$ cat config.mk
export PLATFORM = sky130hd
export DESIGN_NAME = mod_operand_fetch
export DESIGN_NICKNAME = d
export VERILOG_FILES = /design/src/rtl/mod_operand_fetch.sv
export SDC_FILE = /design/constraint.sdc
export NUM_CORES = 1
export LEC_CHECK = 0
export CORE_MARGIN = 2
export CORE_UTILIZATION = 45
export CTS_CLUSTER_SIZE = 16
export DETAILED_ROUTE_END_ITERATION = 10
export GPL_TIMING_DRIVEN = 0
export MAX_ROUTING_LAYER = met4
export PLACE_DENSITY_LB_ADDON = 0.2
export REMOVE_ABC_BUFFERS = 1
export SKIP_CTS_REPAIR_TIMING = 1
export SKIP_LAST_GASP = 1
export SYNTH_ARGS = -nofsm -noshare
export SYNTH_HDL_FRONTEND = slang
export SYNTH_SLANG_ARGS = --single-unit
$ cat constraint.sdc
create_clock -name clk -period 3.93 [get_ports clk]
set_input_delay 0.393 -clock clk [delete_from_list [all_inputs] [get_ports clk]]
set_output_delay 0.393 -clock clk [all_outputs]
set_load 0.02 [all_outputs]
$ cat src/rtl/mod_operand_fetch.sv
// Operand fetch for the modulo unit: resolves immediate or register operands, applies the
// conditional-execution check and presents a held operand pair to the modulo stage.
module mod_operand_fetch #(
    parameter int unsigned ADDR_W = 8,
    parameter int unsigned COND_W = 4
) (
    input  logic                 clk,
    input  logic                 rst_n,

    input  logic                 in_valid,
    output logic                 in_ready,
    input  logic                 op1_is_reg,
    input  logic [31:0]          op1_val,
    input  logic                 op2_is_reg,
    input  logic [31:0]          op2_val,
    input  logic [ADDR_W-1:0]    dest_i,
    input  logic [COND_W-1:0]    cond_sel,
    input  logic [2**COND_W-1:0] flags_i,

    output logic                 rf_re,
    output logic [ADDR_W-1:0]    rf_raddr,
    input  logic [31:0]          rf_rdata,

    output logic                 out_valid,
    input  logic                 out_ready,
    output logic [31:0]          out_a,
    output logic [31:0]          out_b,
    output logic [ADDR_W-1:0]    out_dest,
    output logic                 div_zero_o,
    output logic                 skip_o
);

    typedef enum logic [2:0] {
        StIdle,
        StRdA,
        StRdB,
        StCap,
        StIssue,
        StSkip
    } state_e;

    state_e              state_q, state_d;
    logic [31:0]         out_a_q, out_a_d;
    logic [31:0]         out_b_q, out_b_d;
    logic [ADDR_W-1:0]   dest_q, dest_d;
    logic [ADDR_W-1:0]   addr1_q, addr1_d;
    logic [ADDR_W-1:0]   addr2_q, addr2_d;
    logic                op1_reg_q, op1_reg_d;
    logic                op2_reg_q, op2_reg_d;

    logic accept;
    logic cond_pass;

    assign accept    = in_valid && in_ready;
    // Select 0 is the always-true condition, so flags_i[0] never matters.
    assign cond_pass = (cond_sel == '0) || flags_i[cond_sel];

    always_comb begin
        state_d   = state_q;
        out_a_d   = out_a_q;
        out_b_d   = out_b_q;
        dest_d    = dest_q;
        addr1_d   = addr1_q;
        addr2_d   = addr2_q;
        op1_reg_d = op1_reg_q;
        op2_reg_d = op2_reg_q;
        rf_re     = 1'b0;
        rf_raddr  = '0;

        case (state_q)
            StIdle: begin
                if (accept) begin
                    dest_d    = dest_i;
                    addr1_d   = op1_val[ADDR_W-1:0];
                    addr2_d   = op2_val[ADDR_W-1:0];
                    op1_reg_d = op1_is_reg;
                    op2_reg_d = op2_is_reg;
                    out_a_d   = op1_is_reg ? '0 : op1_val;
                    out_b_d   = op2_is_reg ? '0 : op2_val;
                    if (!cond_pass) begin
                        state_d = StSkip;
                    end else if (op1_is_reg) begin
                        state_d = StRdA;
                    end else if (op2_is_reg) begin
                        state_d = StRdB;
                    end else begin
                        state_d = StIssue;
                    end
                end
            end
            StRdA: begin
                rf_re    = 1'b1;
                rf_raddr = addr1_q;
                state_d  = op2_reg_q ? StRdB : StCap;
            end
            StRdB: begin
                rf_re    = 1'b1;
                rf_raddr = addr2_q;
                // The op1 read issued last cycle returns now, overlapping the op2 read.
                if (op1_reg_q) begin
                    out_a_d = rf_rdata;
                end
                state_d  = StCap;
            end
            StCap: begin
                if (op2_reg_q) begin
                    out_b_d = rf_rdata;
                end else begin
                    out_a_d = rf_rdata;
                end
                state_d = StIssue;
            end
            StIssue: begin
                if (out_ready) begin
                    state_d = StIdle;
                end
            end
            StSkip: begin
                state_d = StIdle;
            end
            default: begin
                state_d = StIdle;
            end
        endcase
    end

    always_ff @(posedge clk) begin
        if (!rst_n) begin
            state_q   <= StIdle;
            out_a_q   <= '0;
            out_b_q   <= '0;
            dest_q    <= '0;
            addr1_q   <= '0;
            addr2_q   <= '0;
            op1_reg_q <= 1'b0;
            op2_reg_q <= 1'b0;
        end else begin
            state_q   <= state_d;
            out_a_q   <= out_a_d;
            out_b_q   <= out_b_d;
            dest_q    <= dest_d;
            addr1_q   <= addr1_d;
            addr2_q   <= addr2_d;
            op1_reg_q <= op1_reg_d;
            op2_reg_q <= op2_reg_d;
        end
    end

    assign in_ready   = (state_q == StIdle);
    assign out_valid  = (state_q == StIssue);
    assign skip_o     = (state_q == StSkip);
    assign out_a      = out_a_q;
    assign out_b      = out_b_q;
    assign out_dest   = dest_q;
    assign div_zero_o = out_valid && (out_b_q == '0);

`ifndef SYNTHESIS
    a_no_overlap: assert property (@(posedge clk) disable iff (!rst_n)
        !(in_ready && out_valid));

    a_hold_stable: assert property (@(posedge clk) disable iff (!rst_n)
        (out_valid && !out_ready) |=> (out_valid && $stable(out_a) && $stable(out_b)
                                      && $stable(out_dest)));

    a_skip_pulse: assert property (@(posedge clk) disable iff (!rst_n)
        skip_o |=> !skip_o);
`endif

endmodule

## Word-level counts from Yosys, hierarchy flattened

Index checks and enable logic that the tools add are counted.

| cells by class | value |
|---|---|
| magnitude comparators | 1 |
| equal/unequal tests | 10 |
| multiplexer cells | 20 |
| reduce and logical (&&, ||, !) cells | 13 |

Operators with widths:

| kind | number |
|---|---|
| 32-bit two-way mux | 7 |
| 32-bit case mux with 3 select lines | 1 |
| 32-bit case mux with 2 select lines | 1 |
| 32-bit zero test | 1 |
| 8-bit case mux with 2 select lines | 1 |
| 3-bit two-way mux | 5 |
| 3-bit case mux with 5 select lines | 1 |
| 3-bit by 2-bit equality test with 1-bit output, second input constant | 2 |
| 3-bit equality test, second input constant | 2 |
| 2-bit != test, second input constant | 3 |
| 4-bit by 5-bit < comparator with 1-bit output, second input constant | 1 |
| 1-bit binary-select mux with 4-bit select | 1 |
| 4-bit zero test | 1 |
| 2-bit by 1-bit != test with 1-bit output, second input constant | 2 |
| 2-bit AND reduction | 2 |
| 4-bit AND reduction | 1 |
| 3-bit by 1-bit equality test with 1-bit output, second input constant | 1 |
| 3-bit zero test | 1 |
| 1-bit two-way mux | 3 |
| 3-bit AND reduction | 1 |
| 3-bit nonzero test | 1 |
| 1-bit logical AND | 2 |
| 2-bit nonzero test | 1 |
| 2-bit OR reduction | 1 |
| 1-bit logical OR | 1 |

| word-level totals | value |
|---|---|
| bits in registers | 93 |

## Longest topological paths before layout

| depth | value |
|---|---|
| word-level depth | 6 |
| gate-level depth with buffers | 8 |
| depth with buffers taken out | 5 |

## Worst setup path after synthesis

No wires, ideal clock.

| timing path | value |
|---|---|
| path type | register to output |
| start point | register state_q[0] |
| end point | output rf_raddr[1] |
| arrival | 1.422 ns |
| data required time | 3.537 ns |
| setup slack | 2.115 ns |
| stages on the path, launching flop included | 6 |
| path through | dfxtp_1 clkbuf_1 nor2b_1 buf_2 a22oi_1 nor2_1 |

| between the ends | value |
|---|---|
| longest elaborated chain between the ends | 2 |
| elaborated cells on any way between the ends | 3 |
| those cells by class | eq/ne: 2; mux: 1 |

RTL lines:

| item | line | RTL |
|---|---|---|
| start, declared | 42 | `state_e state_q, state_d;` |
| start signal, assigned | 129 | `state_q <= StIdle;` |
| start signal, assigned | 138 | `state_q <= state_d;` |
| 3-bit by 2-bit equality test with 1-bit output / 3-bit by 1-bit equality test with 1-bit output (equally long branches) | 70 | `case (state_q)` |
| 8-bit case mux with 2 select lines (*) | 70 |  |
| end, declared | 21 | `output logic [ADDR_W-1:0] rf_raddr,` |

Every way passes the cells marked *; elsewhere a longest branch is shown, timed or not.

## Worst setup path in the final report

| timing path | value |
|---|---|
| start point | register state_q[0] |
| end point | output rf_raddr[0] |

Same word-level chain as after synthesis.

==> impl_metrics.json <==
{
  "hp-class": "flop to flop",
  "grt_max_degree": 93,
  "layout.nets": 864,
  "place.gp.congestion": 0.851,
  "synth_area_um2": 4750,
  "synth_fa_ha_area_share_pct": 0,
  "drtIter0Drc": 243,
  "timing.rr.end": "out_b[10]$_SDFFE_PN0P_",
  "synth-xor-area-share_pct": 0,
  "ant_nets": 0,
  "path_class": "flop to output port",
  "dr_wl_met2_um": 7120,
  "cts_buffer_depth": 2,
  "die-area_um2": 11400,
  "clk_latency_ps": 370,
  "vias": 4941,
  "crit_path_end_kind": "output port",
  "timing.final.crit_share_pct": 89.1,
  "viasPerCell": 5.65,
  "yosys.area.top_type": "dfxtp_1",
  "synth_top_family_by_area": "simple AND/OR/NAND/NOR gates",
  "relSlewSlack_pct": 12.1,
  "insertedDiodeCount": 0,
  "worst_slew_pin_slew_ps": 1310,
  "finalMaxSlewViolations": 0,
  "setup-violations-final": 0,
  "r2r_setup_slack_ps": 550,
  "area_growth_pct": 48.6,
  "cp.required_ps": 3540,
  "antenna_found_initial": 0,
  "startpoint": "state_q[0]$_SDFFE_PN0P_",
  "r2r_cells": 4,
  "min_period_ps": 3500,
  "yosysSeqAreaShare_pct": 39.2,
  "clkSinkCount": 93,
  "hold_start": "out_dest[7]$_SDFFE_PN0P_",
  "synth_area_per_cell_um2": 8.43,
  "muxShareOfSynthArea_pct": 2.37,
  "io_buffer_count": 214,
  "layout-drive-gt1-share_pct": 4.06,
  "path_clk_slew_ps": 100,
  "synth-seq-cells": 93,
  "drv_cap": 0,
  "cts_buffers": 9,
  "die_h_um": 107,
  "r2r_start": "state_q[0]$_SDFFE_PN0P_",
  "synth-simple-area-share_pct": 28.7,
  "crit_arrival_ps": 3110,
  "die_w_um": 107,
  "grt_use_total_pct": 26.5,
  "wire_per_inst_um": 17.1,
  "dp_hpwl_um": 10100,
  "synth_edf_count": 0,
  "highest_layer": "met4",
  "synth-compound-area-share_pct": 24.2,
  "root_buffer": "clkbuf_8",
  "rsz0062_at_grt": "false",
  "utilization_pct": 68.7,
  "synth_cell_types": 35,
  "first_global_vias": 4785,
  "hold_violations": 0,
  "skew_ps": 9.29,
  "ys.flop_type": "dfxtp_1",
  "wl_um": 14900,
  "drtPass1Iterations": 4,
  "critPathLaunchType": "flop",
  "yosys-top-cells-area": "dfxtp_1 39%, o211a_1 14%, nand2_1 7.3%",
  "wl_met3_um": 1110,
  "grt_pass1_wl_um": 23400,
  "critPathMaxFanout": 42,
  "io_pins": 215,
  "ys_async_sr_fraction_pct": 0,
  "initial_core_util_pct": 46.2,
  "drcViolationCount": 0,
  "power.density_nw_per_um2": 471,
  "h-tree-depth": 3,
  "yosysMostFrequentCell": "dfxtp_1",
  "yosysWarnings": 0,
  "min_to": "out_dest[7]$_SDFFE_PN0P_",
  "fp.coreArea_um2": 10300,
  "cts_tree": "built",
  "leakagePower_nw": 3.12,
  "ir_drop_v": 0.000234,
  "gr-total-overflow": 0,
  "hold-path-cell-count": 2,
  "fmax_ghz": 0.286,
  "fp-row-count": 37,
  "synthTopCellsByCount": "93 x dfxtp_1, 92 x nand2_1, 67 x nand3_1, 65 x o211a_1, 33 x nand3b_1",
  "status": "complete, no violations",
  "synth_top_area_share_pct": 39.2,
  "wl_met1_um": 6370,
  "power_mw": 3.32,
  "synthCells": 563
}
[registers in the layout, indices dropped and copies added, names as in the netlist]
register and count:
out_a 32, out_b 32, addr2_q 8, out_dest 8, addr1_q 8, state_q 3
op1_reg_q 1, op2_reg_q 1
[placed cells by master (no fill, tap or decap), drive strengths merged]
cell,netlist,final
inv,1,4
dfxtp,93,93
nand3,67,67
o211ai,1,1
o211a,65,65
a32o,1,1
o22ai,1,1
clkdlybuf4s50,0,212
a22oi,8,8
o22a,1,1
nor4,8,8
nand3b,33,33
a21oi,32,32
clkinvlp,0,2
and3,1,1
mux2i,9,9
o31ai,1,1
and2,2,2
nor2b,4,4
nor3b,32,32
a22o,1,1
clkbuf,27,9
nand2,93,93
clkinv,0,2
mux4,1,1
nand2b,1,1
nor3,3,3
a21boi,26,26
nand4,1,1
a21o,1,1
buf,30,5
o21ai,3,3
nor2,16,16
[kinds of logic after synthesis]
family | after synthesis
AOI/OAI and AO/OA | 141
buffers and inverters | 58
DFF | 93
muxes | 10
and+or+nand+nor | 261
[power by group]
| group | switching (mW) | internal, mW | total (mW) |
|---|---|---|---|
| sequential | 0.156 | 1.13 | 1.28 |
| clock | 0.375 | 0.239 | 0.614 |
| combinational | 0.748 | 0.678 | 1.43 |
| total | 1.28 | 2.04 | 3.32 |
[per-stage QoR]
stage               hold slack (ps)  cell area (um^2)  std cells  setup WS, ps  setup TNS (ps)
floorplan                       435              4490        506         -1980          -77050
global placement                439              6800        856         -4740         -218560
detailed placement              446              6880        859           586               0
CTS                             460              7060        875           435               0
global route                    477              7060        875           235               0
finish                          460              7060        875           430               0
[final cells by class]
cell class,count,area [um^2]
tap,136,170
clock buffer,9,124
inverter,1,3.75
multi-input combinational,412,2640
sequential,93,1860
fill,863,3220
clock inverter,7,57.6
timing repair buffer,217,2200
[metal layers]
layer / GRT usage, % / vias up
met3: 5.96 / 32
li1: - / 2377
met2: 43.0 / 198
met1: 32.2 / 2334
met5: - / -
met4: 10.1 / 0
[critical path, cell delays in order (launching register included)]
cell and delay, ps:
dfxtp_2 920, nor2b_1 760, a22oi_1 200, nor2_1 210, clkdlybuf4s50_1 640
[worst max-delay path by stage]
stage                     slack (ps)                     end  depth (start not counted)
after CTS                        440             rf_raddr[0]                          4
after detailed placement         590  out_b[20]$_SDFFE_PN0P_                          4
after floorplan                -1980   out_b[0]$_SDFFE_PN0P_                          5
after global routing             230  out_b[20]$_SDFFE_PN0P_                          4
after global placement         -4740   out_b[8]$_SDFFE_PN0P_                          5
final                            430             rf_raddr[0]                          4
(Power assumes the default switching activity.)
